File: config.mk
export PLATFORM = sky130hd
export DESIGN_NAME = operand_gather_seq
export DESIGN_NICKNAME = d
export VERILOG_FILES = /design/src/rtl/operand_gather_seq.sv
export SDC_FILE = /design/constraint.sdc
export NUM_CORES = 1
export LEC_CHECK = 0
export BUFFER_PORTS_ARGS = -buffer_cell sky130_fd_sc_hd__buf_2
export CORE_MARGIN = 2
export CORE_UTILIZATION = 30
export CTS_BUF_LIST = sky130_fd_sc_hd__clkbuf_8
export CTS_CLUSTER_SIZE = 20
export DETAILED_ROUTE_END_ITERATION = 7
export GPL_ROUTABILITY_DRIVEN = 0
export GPL_TIMING_DRIVEN = 0
export MAX_ROUTING_LAYER = met4
export SLEW_MARGIN = 20
export SYNTH_ARGS = -nofsm -noshare
export SYNTH_HDL_FRONTEND = slang
export SYNTH_SLANG_ARGS = --single-unit
File: constraint.sdc
create_clock -name clk -period 2.67 [get_ports clk]
set_input_delay 0.4005 -clock clk [delete_from_list [all_inputs] [get_ports clk]]
set_output_delay 0.4005 -clock clk [all_outputs]
set_load 0.01 [all_outputs]
File: src/rtl/operand_gather_seq.sv
// Operand gather sequencer: steps the 4:1 operand mux over the masked slots in ascending
// order and packs the captured words into one wide result. Optional macro: GATHER_PARITY_EN.
module operand_gather_seq #(
   parameter int bus_size = 16
) (
   input  logic                  clk,
   input  logic                  rst_n,
   input  logic                  start,
   input  logic [3:0]            mask,
   output logic                  busy,
   output logic [1:0]            mux_sel,
   input  logic [bus_size-1:0]   mux_out,
   output logic                  out_valid,
   input  logic                  out_ready,
   output logic [4*bus_size-1:0] out_data,
`ifdef GATHER_PARITY_EN
   output logic [3:0]            out_parity,
`endif
   output logic [3:0]            out_mask
);

   typedef enum logic [1:0] {IDLE, GATHER, DONE} state_t;

   state_t     state;
   logic [3:0] rem;
   logic [1:0] lsb;
   logic       load;

   always_comb begin
      lsb = 2'd0;
      if      (rem[0]) lsb = 2'd0;
      else if (rem[1]) lsb = 2'd1;
      else if (rem[2]) lsb = 2'd2;
      else if (rem[3]) lsb = 2'd3;
   end

   // A new request is taken in IDLE, or in DONE when the current result is consumed.
   assign load      = start && (state == IDLE || (state == DONE && out_ready));
   assign mux_sel   = (state == GATHER) ? lsb : 2'd0;
   assign busy      = (state != IDLE);
   assign out_valid = (state == DONE);

   always_ff @(posedge clk or negedge rst_n) begin
      if (!rst_n) begin
         state    <= IDLE;
         rem      <= 4'd0;
         out_data <= '0;
         out_mask <= 4'd0;
`ifdef GATHER_PARITY_EN
         out_parity <= 4'd0;
`endif
      end else if (load) begin
         rem      <= mask;
         out_mask <= mask;
         out_data <= '0;
`ifdef GATHER_PARITY_EN
         out_parity <= 4'd0;
`endif
         state    <= (mask != 4'd0) ? GATHER : DONE;
      end else begin
         case (state)
            GATHER: begin
               out_data[lsb*bus_size +: bus_size] <= mux_out;
`ifdef GATHER_PARITY_EN
               out_parity[lsb] <= ^mux_out;
`endif
               rem[lsb] <= 1'b0;
               if ((rem & ~(4'b0001 << lsb)) == 4'd0) state <= DONE;
            end
            DONE:    if (out_ready) state <= IDLE;
            default: state <= IDLE;
         endcase
      end
   end

endmodule

==> results of run 1 <==
==> flip-flops by register name, summed over array words and instances (netlist names) <==
register  count
state         2
out_data     64
rem           4
out_mask      4
==> routing by layer <==
metal	up-vias	global-route usage (%)
met2	81	25.30
li1	1158	-
met1	1230	22.99
met3	14	3.834
met5	-	-
met4	0	5.619
==> Yosys cell counts, types with 2 or more instances <==
master / count / share of area, %
a2bb2o_2: 2 / 0.73
a2bb2o_1: 6 / 2.0
buf_6: 4 / 1.5
a22o_1: 33 / 9.4
clkbuf_1: 3 / 0.37
a21oi_1: 16 / 2.6
o21ai_0: 10 / 1.6
buf_2: 7 / 1.1
a221o_1: 2 / 0.65
ha_1: 3 / 1.2
dfrtp_1: 74 / 60
buf_4: 3 / 0.73
nor2_1: 3 / 0.37
nor2_2: 2 / 0.41
inv_1: 6 / 0.73
nand2_1: 38 / 4.6
and3_1: 3 / 0.61
nand3_1: 26 / 4.2
==> path summary, 6_finish.rpt <==
kind / startpoint / end / slack [ns] / cells after the start
min in group clk: mask[3] / out_mask[3] / 0.28 / 3
setup reg to reg: rem[0] / out_data[58] / 0.31 / 8
max in group asynchronous: rst_n / out_data[9] / 2.10 / 2
hold / removal: rst_n / out_mask[0] / 0.002 / 1
setup / recovery: rem[0] / out_data[58] / 0.31 / 8
hold reg to reg: out_mask[3] / out_mask[3] / 0.48 / 2
==> worst max-delay path: cells and delay by family, from the launching register on <==
family                   cells  cell delay (ns)
AO/OA/AOI/OAI                2             0.29
adder cells (fa/ha/maj)      1             0.31
buffers and inverters        3             0.62
flip-flops                   1             0.38
AND/OR/NAND/NOR              2             0.71
==> area by class of cell <==
class	instances	area [µm²]	share of cell area, %
plain buffers	18	117.6	2.983
inverters	6	22.52	0.5712
repair buffers	96	498.0	12.63
clock inverters	7	78.83	1.999
multi-input cells	164	1084	27.48
well taps	133	166.4	4.221
clock buffers	9	123.9	3.142
flip-flops and latches	74	1852	46.97
==> per-stage QoR <==
step / instance area [µm²] / cells / power [mW] / setup slack [ns]
6_report: 3943 / 507 / 4.229 / 0.3111
5_1_grt: 3943 / 507 / 4.548 / 0.01706
4_1_cts: 3943 / 507 / 4.276 / 0.2708
3_5_place_dp: 3740 / 491 / 3.374 / 0.2831
3_3_place_gp: 3717 / 490 / 3.335 / 0.3294
2_1_floorplan: 3075 / 262 / 2.719 / 0.6881
==> kinds of logic (layout without fill, tap and decap cells) <==
| logic type | count (synthesis) | in the layout | synth area share [%] |
|---|---|---|---|
| buf+inv | 24 | 136 | 4.556 |
| fa+ha+maj | 3 | 3 | 1.221 |
| compound gates | 78 | 78 | 20.14 |
| flops | 74 | 74 | 60.21 |
| simple gates | 83 | 83 | 13.87 |
==> power groups by stage <==
| stage | Sequential (mW) | Combinational, mW | Clock [mW] |
|---|---|---|---|
| floorplan | 1.72 | 0.998 | 0 |
| global placement | 1.62 | 1.71 | 0 |
| detailed placement | 1.63 | 1.75 | 0 |
| CTS | 1.61 | 1.76 | 0.909 |
| global route | 1.65 | 1.93 | 0.966 |
| finish | 1.61 | 1.73 | 0.886 |
==> cells in the final DEF (no fill, tap or decap), types with 2 or more instances in the layout <==
cell / count
a2bb2o_1: 6
clkinv_4: 2
buf_4: 4
clkbuf_1: 3
dfrtp_1: 74
clkbuf_8: 9
buf_6: 4
ha_1: 3
a21oi_1: 16
a221o_1: 2
clkinvlp_4: 3
nand2_1: 38
and3_1: 3
nand3_1: 26
inv_1: 6
nor2_2: 2
o21ai_0: 10
a22o_1: 33
nor2_1: 3
a2bb2o_2: 2
buf_2: 101
==> impl_metrics.csv, run 1 <==
group,metric,value,unit
sta,finalMaxSlewViolations,0,
sta,worst_pin_slew,0.5624,ns
logic_synthesis,async_flop_share,100.0,%
power,power_leakage,2.103,nW
clock_tree,path_clk_slew,0.08,ns
setup_path,crit_type,"flop to flop",
clock_tree,cts_setup_buffers,0,
min_path,min_path_type,"input port to asynchronous set/reset pin",
logic_synthesis,ys_warn_count,0,
placement,portBuffers,95,
clock_tree,cts_root_buffer,"clkbuf_8",
clock_tree,clk_path_buf_depth,2,
power,net-switching-power,1.698,mW
setup_path,crit_path_start_kind,"flop",
run_status,run_status,"completed",
drt,wl_met1,4033,µm
final_layout,layout-drive-gt1-share,37.43,%
drt,wl_met2,4018,µm
grt,track_usage,16.99,%
drt,wl_per_cell,17.21,µm
logic_synthesis,seq_area_frac_synth,60.21,%
power,ir_drop,0.0003860,V
floorplanning,die_y,105.3,µm
sta,rsz0062_at_grt,"false",
setup_path,cp_max_fo,10,
setup_path,cpPeakStageDelay,0.57,ns
clock_tree,cts_sinks,74,
final_layout,antennaDiodeCount,0,
final_layout,fill_cells,991,
logic_synthesis,syn_nets,289,
placement,place_hpwl,6376,µm
final_layout,nets,396,
drt,ant_nets,0,
power,clockPowerShare,20.9,%
logic_synthesis,syn-instance-count,262,
drt,drcViolationCount,0,
grt,antenna_found_initial,0,
sta,slew-limit-headroom,62.22,%
drt,first_iter_violations,50,
clock_tree,htreeDepth,3,
floorplanning,row_count,36,
grt,grt_start_max_net_pins,39,
setup_path,cp_cell_sequence,"buf_6 > nor2_2 > o21ai_1 > ha_1 > buf_2 > nor4_4 > buf_4 > a22o_1",
power,power_frac_comb,41.0,%
sta,max_freq,423.9,MHz
clock_tree,holdBufCountCts,0,
floorplanning,coreArea,0.009864,mm²
sta,setup_viol,0,
sta,layout_min_cycle_time,2.359,ns
job,cap_violations,0,
logic_synthesis,synth-main-ff-cell,"dfrtp_1",
setup_path,cp.arrival,2.65,ns
clock_tree,clk_latency,0.35,ns
power,pwr_density_cell,1073,mW/mm²
clock_tree,cts-resized-gates,0,
drt,wl,8725,µm
setup_path,critPathRequiredTime,2.96,ns
sta,tns,0,ns
floorplanning,dieArea,0.01108,mm²
drt,vias,2483,
floorplanning,start_util,31.18,%
logic_synthesis,syn_area_per_cell,11.74,µm²
floorplanning,dieWidth,105.3,µm
logic_synthesis,yosysUniqueCellTypes,39,
drt,vias_per_cell,4.897,
logic_synthesis,synth_seq_cells,74,
power,p_int,2.531,mW
drt,first_pass_iters,4,
drt,wl_met3,559,µm
logic_synthesis,syn_area,0.003075,mm²
logic_synthesis,synth_edf_count,0,
grt,grt_pass1_wl,14250,µm
clock_tree,cts_tree,"built",
setup_path,cp_slowest_cell,"nor4_4",
setup_path,cp-end-kind,"flop",
sta,finalCritPeriodShare,88.35,%
grt,grt_pass1_vias,2594,
floorplanning,io_pins,96,
final_layout,final_core_util,39.97,%
sta,finClkSkew,0.01194,ns
sta,finalHoldViolCount,0,
power,seq_power_share,38.1,%
drt,highest_layer,"met4",
sta,holdWs,0.002118,ns
power,p_sw_share,40.14,%
clock_tree,cts_made_buffers,9,
grt,grt-ovfl-total,0,
final_layout,synthToLayoutAreaGrowth,28.19,%
No activity file was read; power rests on OpenSTA's default activity.
==> run 2: changes to the inputs <==
--- a/config.mk
+++ b/config.mk
@@ -7,13 +7,14 @@
 export LEC_CHECK = 0
 export BUFFER_PORTS_ARGS = -buffer_cell sky130_fd_sc_hd__buf_2
 export CORE_MARGIN = 2
-export CORE_UTILIZATION = 30
+export CORE_UTILIZATION = 45
 export CTS_BUF_LIST = sky130_fd_sc_hd__clkbuf_8
 export CTS_CLUSTER_SIZE = 20
 export DETAILED_ROUTE_END_ITERATION = 7
 export GPL_ROUTABILITY_DRIVEN = 0
 export GPL_TIMING_DRIVEN = 0
 export MAX_ROUTING_LAYER = met4
+export PLACE_DENSITY = 0.72
 export SLEW_MARGIN = 20
 export SYNTH_ARGS = -nofsm -noshare
 export SYNTH_HDL_FRONTEND = slang
==> run 2 against run 1 <==
Non-clock buffer count grew 1. Utilization grew 18 points. Global-route usage increased by 5.2 points. Sequential cell count did not move. Die area decreased by 32%. Clock power increased by 3.2%. Combinational power is essentially flat. Critical path type unchanged. Fmax up 1.7%. Critical path depth up 1. Cell area fell by 1.0%. Clock skew fell by 0.0042 ns. Sequential share of layout area grew 0.48 points.
==> impl_metrics.csv, run 2 (synthesis gave the netlist of run 1 again) <==
group,metric,value,unit
power,seq_power_share,38.0,%
grt,grt_pass1_vias,2471,
sta,worst_pin_slew,0.4916,ns
min_path,min_path_type,"input port to flop",
sta,finalCritPeriodShare,86.86,%
floorplanning,io_pins,96,
setup_path,cp-end-kind,"flop",
setup_path,cp_top_family,"buffers and inverters",
clock_tree,cts_root_buffer,"clkbuf_8",
final_layout,antennaDiodeCount,0,
clock_tree,cts_tree,"built",
grt,grt-ovfl-total,0,
setup_path,r2r_start,"rem[0]",
floorplanning,dieArea,0.007512,mm²
power,net-switching-power,1.645,mW
sta,finalMaxSlewViolations,0,
power,power_leakage,2.124,nW
grt,track_usage,22.24,%
power,p_int,2.583,mW
setup_path,crit_type,"flop to flop",
clock_tree,clk_latency,0.35,ns
sta,max_freq,431.2,MHz
sta,rsz0062_at_grt,"false",
setup_path,r2r_slack,0.35,ns
drt,first_pass_iters,4,
setup_path,critPathRequiredTime,2.94,ns
setup_path,cp.arrival,2.59,ns
setup_path,rr_endpoint,"out_data[30]",
setup_path,crit_buf_inv,4,
drt,vias_per_cell,5.468,
run_status,run_status,"completed",
clock_tree,cts_setup_buffers,0,
drt,wl_per_cell,17.32,µm
final_layout,layout_common_cells,"buf_2, dfrtp_1, nand2_1, a22o_1, nand3_1",
sta,holdWs,0.2769,ns
power,pwr_density_cell,1084,mW/mm²
sta,finalHoldViolCount,0,
sta,setup_viol,0,
setup_path,cp_slowest_cell,"dfrtp_1",
final_layout,nets,397,
power,clockPowerShare,21.6,%
drt,wl,7882,µm
floorplanning,dieWidth,86.67,µm
sta,tns,0,ns
setup_path,cp_max_fo,10,
clock_tree,cts_sinks,74,
grt,grt_start_max_net_pins,51,
drt,vias,2488,
setup_path,cpPeakStageDelay,0.38,ns
power,ir_drop,0.0004407,V
job,cap_violations,0,
final_layout,top_register,"out_data",
final_layout,layout-drive-gt1-share,37.33,%
floorplanning,row_count,30,
sta,layout_min_cycle_time,2.319,ns
clock_tree,cts-resized-gates,0,
power,power_frac_comb,40.4,%
floorplanning,start_util,45.77,%
setup_path,crit_path_start_kind,"flop",
clock_tree,path_clk_slew,0.08,ns
grt,grt_pass1_wl,12410,µm
final_layout,mostFrequentLayoutCell,"buf_2",
min_path,hold_end,"out_mask[0]",
sta,slew-limit-headroom,66.98,%
setup_path,r2r_cells,9,
clock_tree,clk_path_buf_depth,2,
final_layout,synthToLayoutAreaGrowth,26.89,%
drt,first_iter_violations,156,
drt,drcViolationCount,0,
drt,ant_nets,0,
setup_path,cp_cell_sequence,"buf_6 > nor2_2 > o21ai_1 > ha_1 > buf_2 > buf_2 > buf_1 > nand3_1 > a21oi_1",
power,p_sw_share,38.91,%
clock_tree,cts_made_buffers,9,
clock_tree,htreeDepth,3,
floorplanning,die_y,86.67,µm
final_layout,largest_reg_flops,64,
min_path,min_from,"mask[0]",
grt,antenna_found_initial,0,
floorplanning,coreArea,0.006719,mm²
sta,finClkSkew,0.007691,ns
final_layout,largestRegisters,"out_data (64), out_mask (4), rem (4)",
placement,place_hpwl,5605,µm
placement,portBuffers,95,
min_path,min_path_cells,3,
setup_path,crit_top_cell,"buf_2",
[run 2: cell types whose count changed in the layout (fill, tap and decap cells not counted)]
| cell | delta |
|---|---|
| clkinv_4 | -1 |
| clkbuf_8 | +2 |
| dlygate4sd3_1 | +1 |
| clkinv_2 | +1 |
| clkinvlp_4 | -2 |
| buf_16 | +1 |
| buf_12 | -1 |
[run 2: how the worst max path moves through the flow]
stage,cells past startpoint,end,slack (ns),start
6_report,9,out_data[30],0.35,rem[0]
5_1_grt,8,out_data[37],0.22,rem[1]
4_1_cts,8,out_data[59],0.32,rem[0]
3_5_place_dp,8,out_data[59],0.35,rem[0]
3_3_place_gp,8,out_data[62],0.38,rem[0]
2_1_floorplan,10,out_data[0],0.69,rem[0]
[run 2: layout make-up]
class                           count  area [µm²]
Buffer                             18       117.6
Clock buffer                       11       151.4
Clock inverter                      5       60.06
Fill cell                         596        2816
Inverter                            6       22.52
Multi-Input combinational cell    164        1084
Sequential cell                    74        1852
Tap cell                           80       100.1
Timing Repair Buffer               97       515.5
[run 2: repair_timing]
item                                    CTS  global route
hold buffers                              1             0
endpoints found under the setup margin    0             0
hold endpoints to repair                 24             0
[run 2: routing by layer]
metal  track usage, %  wire [µm]
met5                -          0
met4            8.097        140
met3            3.619        340
met2            33.50       3730
met1            30.65       3671
[run 2: power by group through the flow]
stage,Clock (mW),Combinational [mW],Sequential [mW]
final,0.914,1.71,1.61
after global routing,0.972,1.88,1.64
after CTS,0.931,1.73,1.60
after detailed placement,0,1.73,1.62
after global placement,0,1.68,1.62
after floorplan,0,0.998,1.72
[run 2: worst register-to-register path, stage by stage (launching register included)]
cell,delay [ns]
dfrtp_1,0.38
buf_6,0.14
nor2_2,0.14
o21ai_1,0.15
ha_1,0.31
buf_2,0.20
buf_2,0.25
buf_1,0.37
nand3_1,0.14
a21oi_1,0.17
[run 2: through the flow]
step                      cells  setup slack (ns)  power (mW)  instance area (µm²)  utilization (%)
after floorplan             262            0.6881       2.719                 3075                -
after global placement      437            0.3848       3.294                 3651            54.34
after detailed placement    438            0.3479       3.341                 3681            54.79
after CTS                   455            0.3188       4.265                 3902            58.08
after global routing        455            0.2202       4.494                 3902            58.08
final                       455            0.3508       4.228                 3902            58.08
==> run 3: changes to the inputs <==
--- a/config.mk
+++ b/config.mk
@@ -7,14 +7,14 @@
 export LEC_CHECK = 0
 export BUFFER_PORTS_ARGS = -buffer_cell sky130_fd_sc_hd__buf_2
 export CORE_MARGIN = 2
-export CORE_UTILIZATION = 45
+export CORE_UTILIZATION = 53
 export CTS_BUF_LIST = sky130_fd_sc_hd__clkbuf_8
 export CTS_CLUSTER_SIZE = 20
 export DETAILED_ROUTE_END_ITERATION = 7
 export GPL_ROUTABILITY_DRIVEN = 0
 export GPL_TIMING_DRIVEN = 0
 export MAX_ROUTING_LAYER = met4
-export PLACE_DENSITY = 0.72
+export PLACE_DENSITY = 0.81
 export SLEW_MARGIN = 20
 export SYNTH_ARGS = -nofsm -noshare
 export SYNTH_HDL_FRONTEND = slang
==> run 3 against run 2 <==
Critical path depth decreased by 1. Critical path type unchanged. Clock skew increased by 0.0041 ns. Setup slack improved by 0.0023 ns.
==> impl_metrics.csv, run 3 (synthesis gave the netlist of run 1 again) <==
group,metric,value,unit
power,ir_drop,0.0006251,V
sta,finClkSkew,0.01176,ns
clock_tree,cts-resized-gates,0,
clock_tree,path_clk_slew,0.07,ns
final_layout,layout_common_cells,"buf_2, dfrtp_1, nand2_1, a22o_1, nand3_1",
final_layout,largest_reg_flops,64,
drt,vias,2494,
drt,first_iter_violations,169,
setup_path,crit_path_start_kind,"flop",
setup_path,cp_slowest_cell,"nor4_4",
final_layout,final_area,0.003924,mm²
sta,tns,0,ns
min_path,min_path_cells,3,
clock_tree,cts_root_buffer,"clkbuf_8",
min_path,min_path_type,"input port to flop",
setup_path,cp.arrival,2.60,ns
run_status,run_status,"completed",
sta,worst_pin_slew,0.5272,ns
clock_tree,cts_made_buffers,9,
clock_tree,cts_sinks,74,
placement,place_inst,430,
power,p_sw_share,37.30,%
grt,grt_pass1_wl,12170,µm
setup_path,critPathRequiredTime,2.95,ns
final_layout,antennaDiodeCount,0,
grt,track_usage,26.35,%
sta,finalHoldViolCount,0,
power,clockPowerShare,24.6,%
sta,rsz0062_at_grt,"false",
final_layout,layout-drive-gt1-share,37.33,%
power,net-switching-power,1.633,mW
grt,antenna_found_initial,0,
sta,max_freq,431.6,MHz
grt,grt_start_max_net_pins,41,
drt,vias_per_cell,5.579,
final_layout,largestRegisters,"out_data (64), out_mask (4), rem (4)",
power,power_frac_comb,38.7,%
sta,slew-limit-headroom,64.59,%
clock_tree,cts_tree,"built",
sta,finalMaxSlewViolations,0,
floorplanning,coreArea,0.005540,mm²
final_layout,final_cells,447,
setup_path,cp-end-kind,"flop",
drt,ant_nets,0,
setup_path,cp_max_fo,10,
floorplanning,die_y,80.18,µm
power,seq_power_share,36.7,%
final_layout,synthToLayoutAreaGrowth,27.58,%
placement,place_hpwl,5361,µm
power,p_int,2.745,mW
sta,finalCritPeriodShare,86.78,%
floorplanning,io_pins,96,
setup_path,cp_top_family,"simple AND/OR/NAND/NOR gates",
sta,setup_viol,0,
drt,drcViolationCount,0,
drt,first_pass_iters,4,
placement,dp_slack,0.3692,ns
grt,grt_pass1_vias,2486,
setup_path,crit_type,"flop to flop",
placement,portBuffers,95,
final_layout,mostFrequentLayoutCell,"buf_2",
setup_path,crit_buf_inv,3,
clock_tree,clk_latency,0.35,ns
setup_path,cpPeakStageDelay,0.54,ns
grt,grt-ovfl-total,0,
clock_tree,clk_path_buf_depth,2,
placement,dpl_cell_area,0.003664,mm²
sta,layout_setup_ws,0.3531,ns
setup_path,path_depth,8,
floorplanning,dieArea,0.006428,mm²
drt,wl_per_cell,16.81,µm
sta,layout_min_cycle_time,2.317,ns
power,pwr_density_cell,1116,mW/mm²
drt,wl,7516,µm
final_layout,top_register,"out_data",
power,power_leakage,2.142,nW
setup_path,cp_cell_sequence,"buf_6 > nor2_2 > o21ai_1 > ha_1 > buf_2 > nor4_4 > buf_4 > a22o_1",
floorplanning,row_count,27,
floorplanning,dieWidth,80.18,µm
floorplanning,start_util,55.51,%
clock_tree,cts_setup_buffers,0,
job,cap_violations,0,
setup_path,r2r_cells,8,
final_layout,nets,397,
clock_tree,htreeDepth,3,
## run 3: changes by cell type in the layout (fill, tap and decap cells not counted), sizes merged
cell / delta
clkinvlp: -1
clkbuf: -1
bufinv: +2
## run 3: worst paths after layout
| path | from | to | slack (ns) |
|---|---|---|---|
| setup / recovery | rem[0] | out_data[59] | 0.35 |
| hold / removal | mask[3] | out_mask[3] | 0.28 |
| setup reg to reg | rem[0] | out_data[59] | 0.35 |
| hold reg to reg | out_mask[0] | out_mask[0] | 0.47 |
| max in group asynchronous | rst_n | out_data[6] | 1.58 |
| min in group asynchronous | rst_n | out_data[16] | 0.53 |
## run 3: repair_timing
item,4_1_cts,5_1_grt
hold buffers,1,0
setup endpoints to repair,0,0
hold endpoints to repair,2,0
## run 3: routing by layer
layer	share of wire, %	up-vias	track usage (%)
li1	-	1154	-
met4	1.5	0	10.51
met1	43	1234	37.01
met3	9.4	9	6.517
met5	0	-	-
met2	46	97	37.17
## run 3: per-stage QoR
stage | total power [mW] | hold slack [ns] | util (%)
after floorplan | 2.719 | 0.1049 | -
after global placement | 3.267 | 0.4562 | 65.72
after detailed placement | 3.317 | 0.3813 | 66.12
after CTS | 4.399 | 0.2668 | 70.82
after global routing | 4.659 | 0.2866 | 70.82
final | 4.378 | 0.2760 | 70.82
## run 3: power by group through the flow
| stage | combinational, mW | sequential (mW) | clock, mW |
|---|---|---|---|
| finish | 1.69 | 1.61 | 1.08 |
| global route | 1.87 | 1.65 | 1.14 |
| CTS | 1.71 | 1.61 | 1.08 |
| detailed placement | 1.70 | 1.62 | 0 |
| global placement | 1.65 | 1.61 | 0 |
| floorplan | 0.998 | 1.72 | 0 |
## run 3: final cells by class
cell class	instances	area, µm²
clock inverter	6	112.6
multi-input combinational	164	1084
sequential	74	1852
buffer	18	117.6
clock buffer	10	137.6
timing repair buffer	97	508.0
fill	433	1617
tap	72	90.09
inverter	6	22.52
## run 3: worst min-delay path: stages
cell	delay (ns)
buf_2	0.10
nand2_1	0.05
nand2_1	0.05
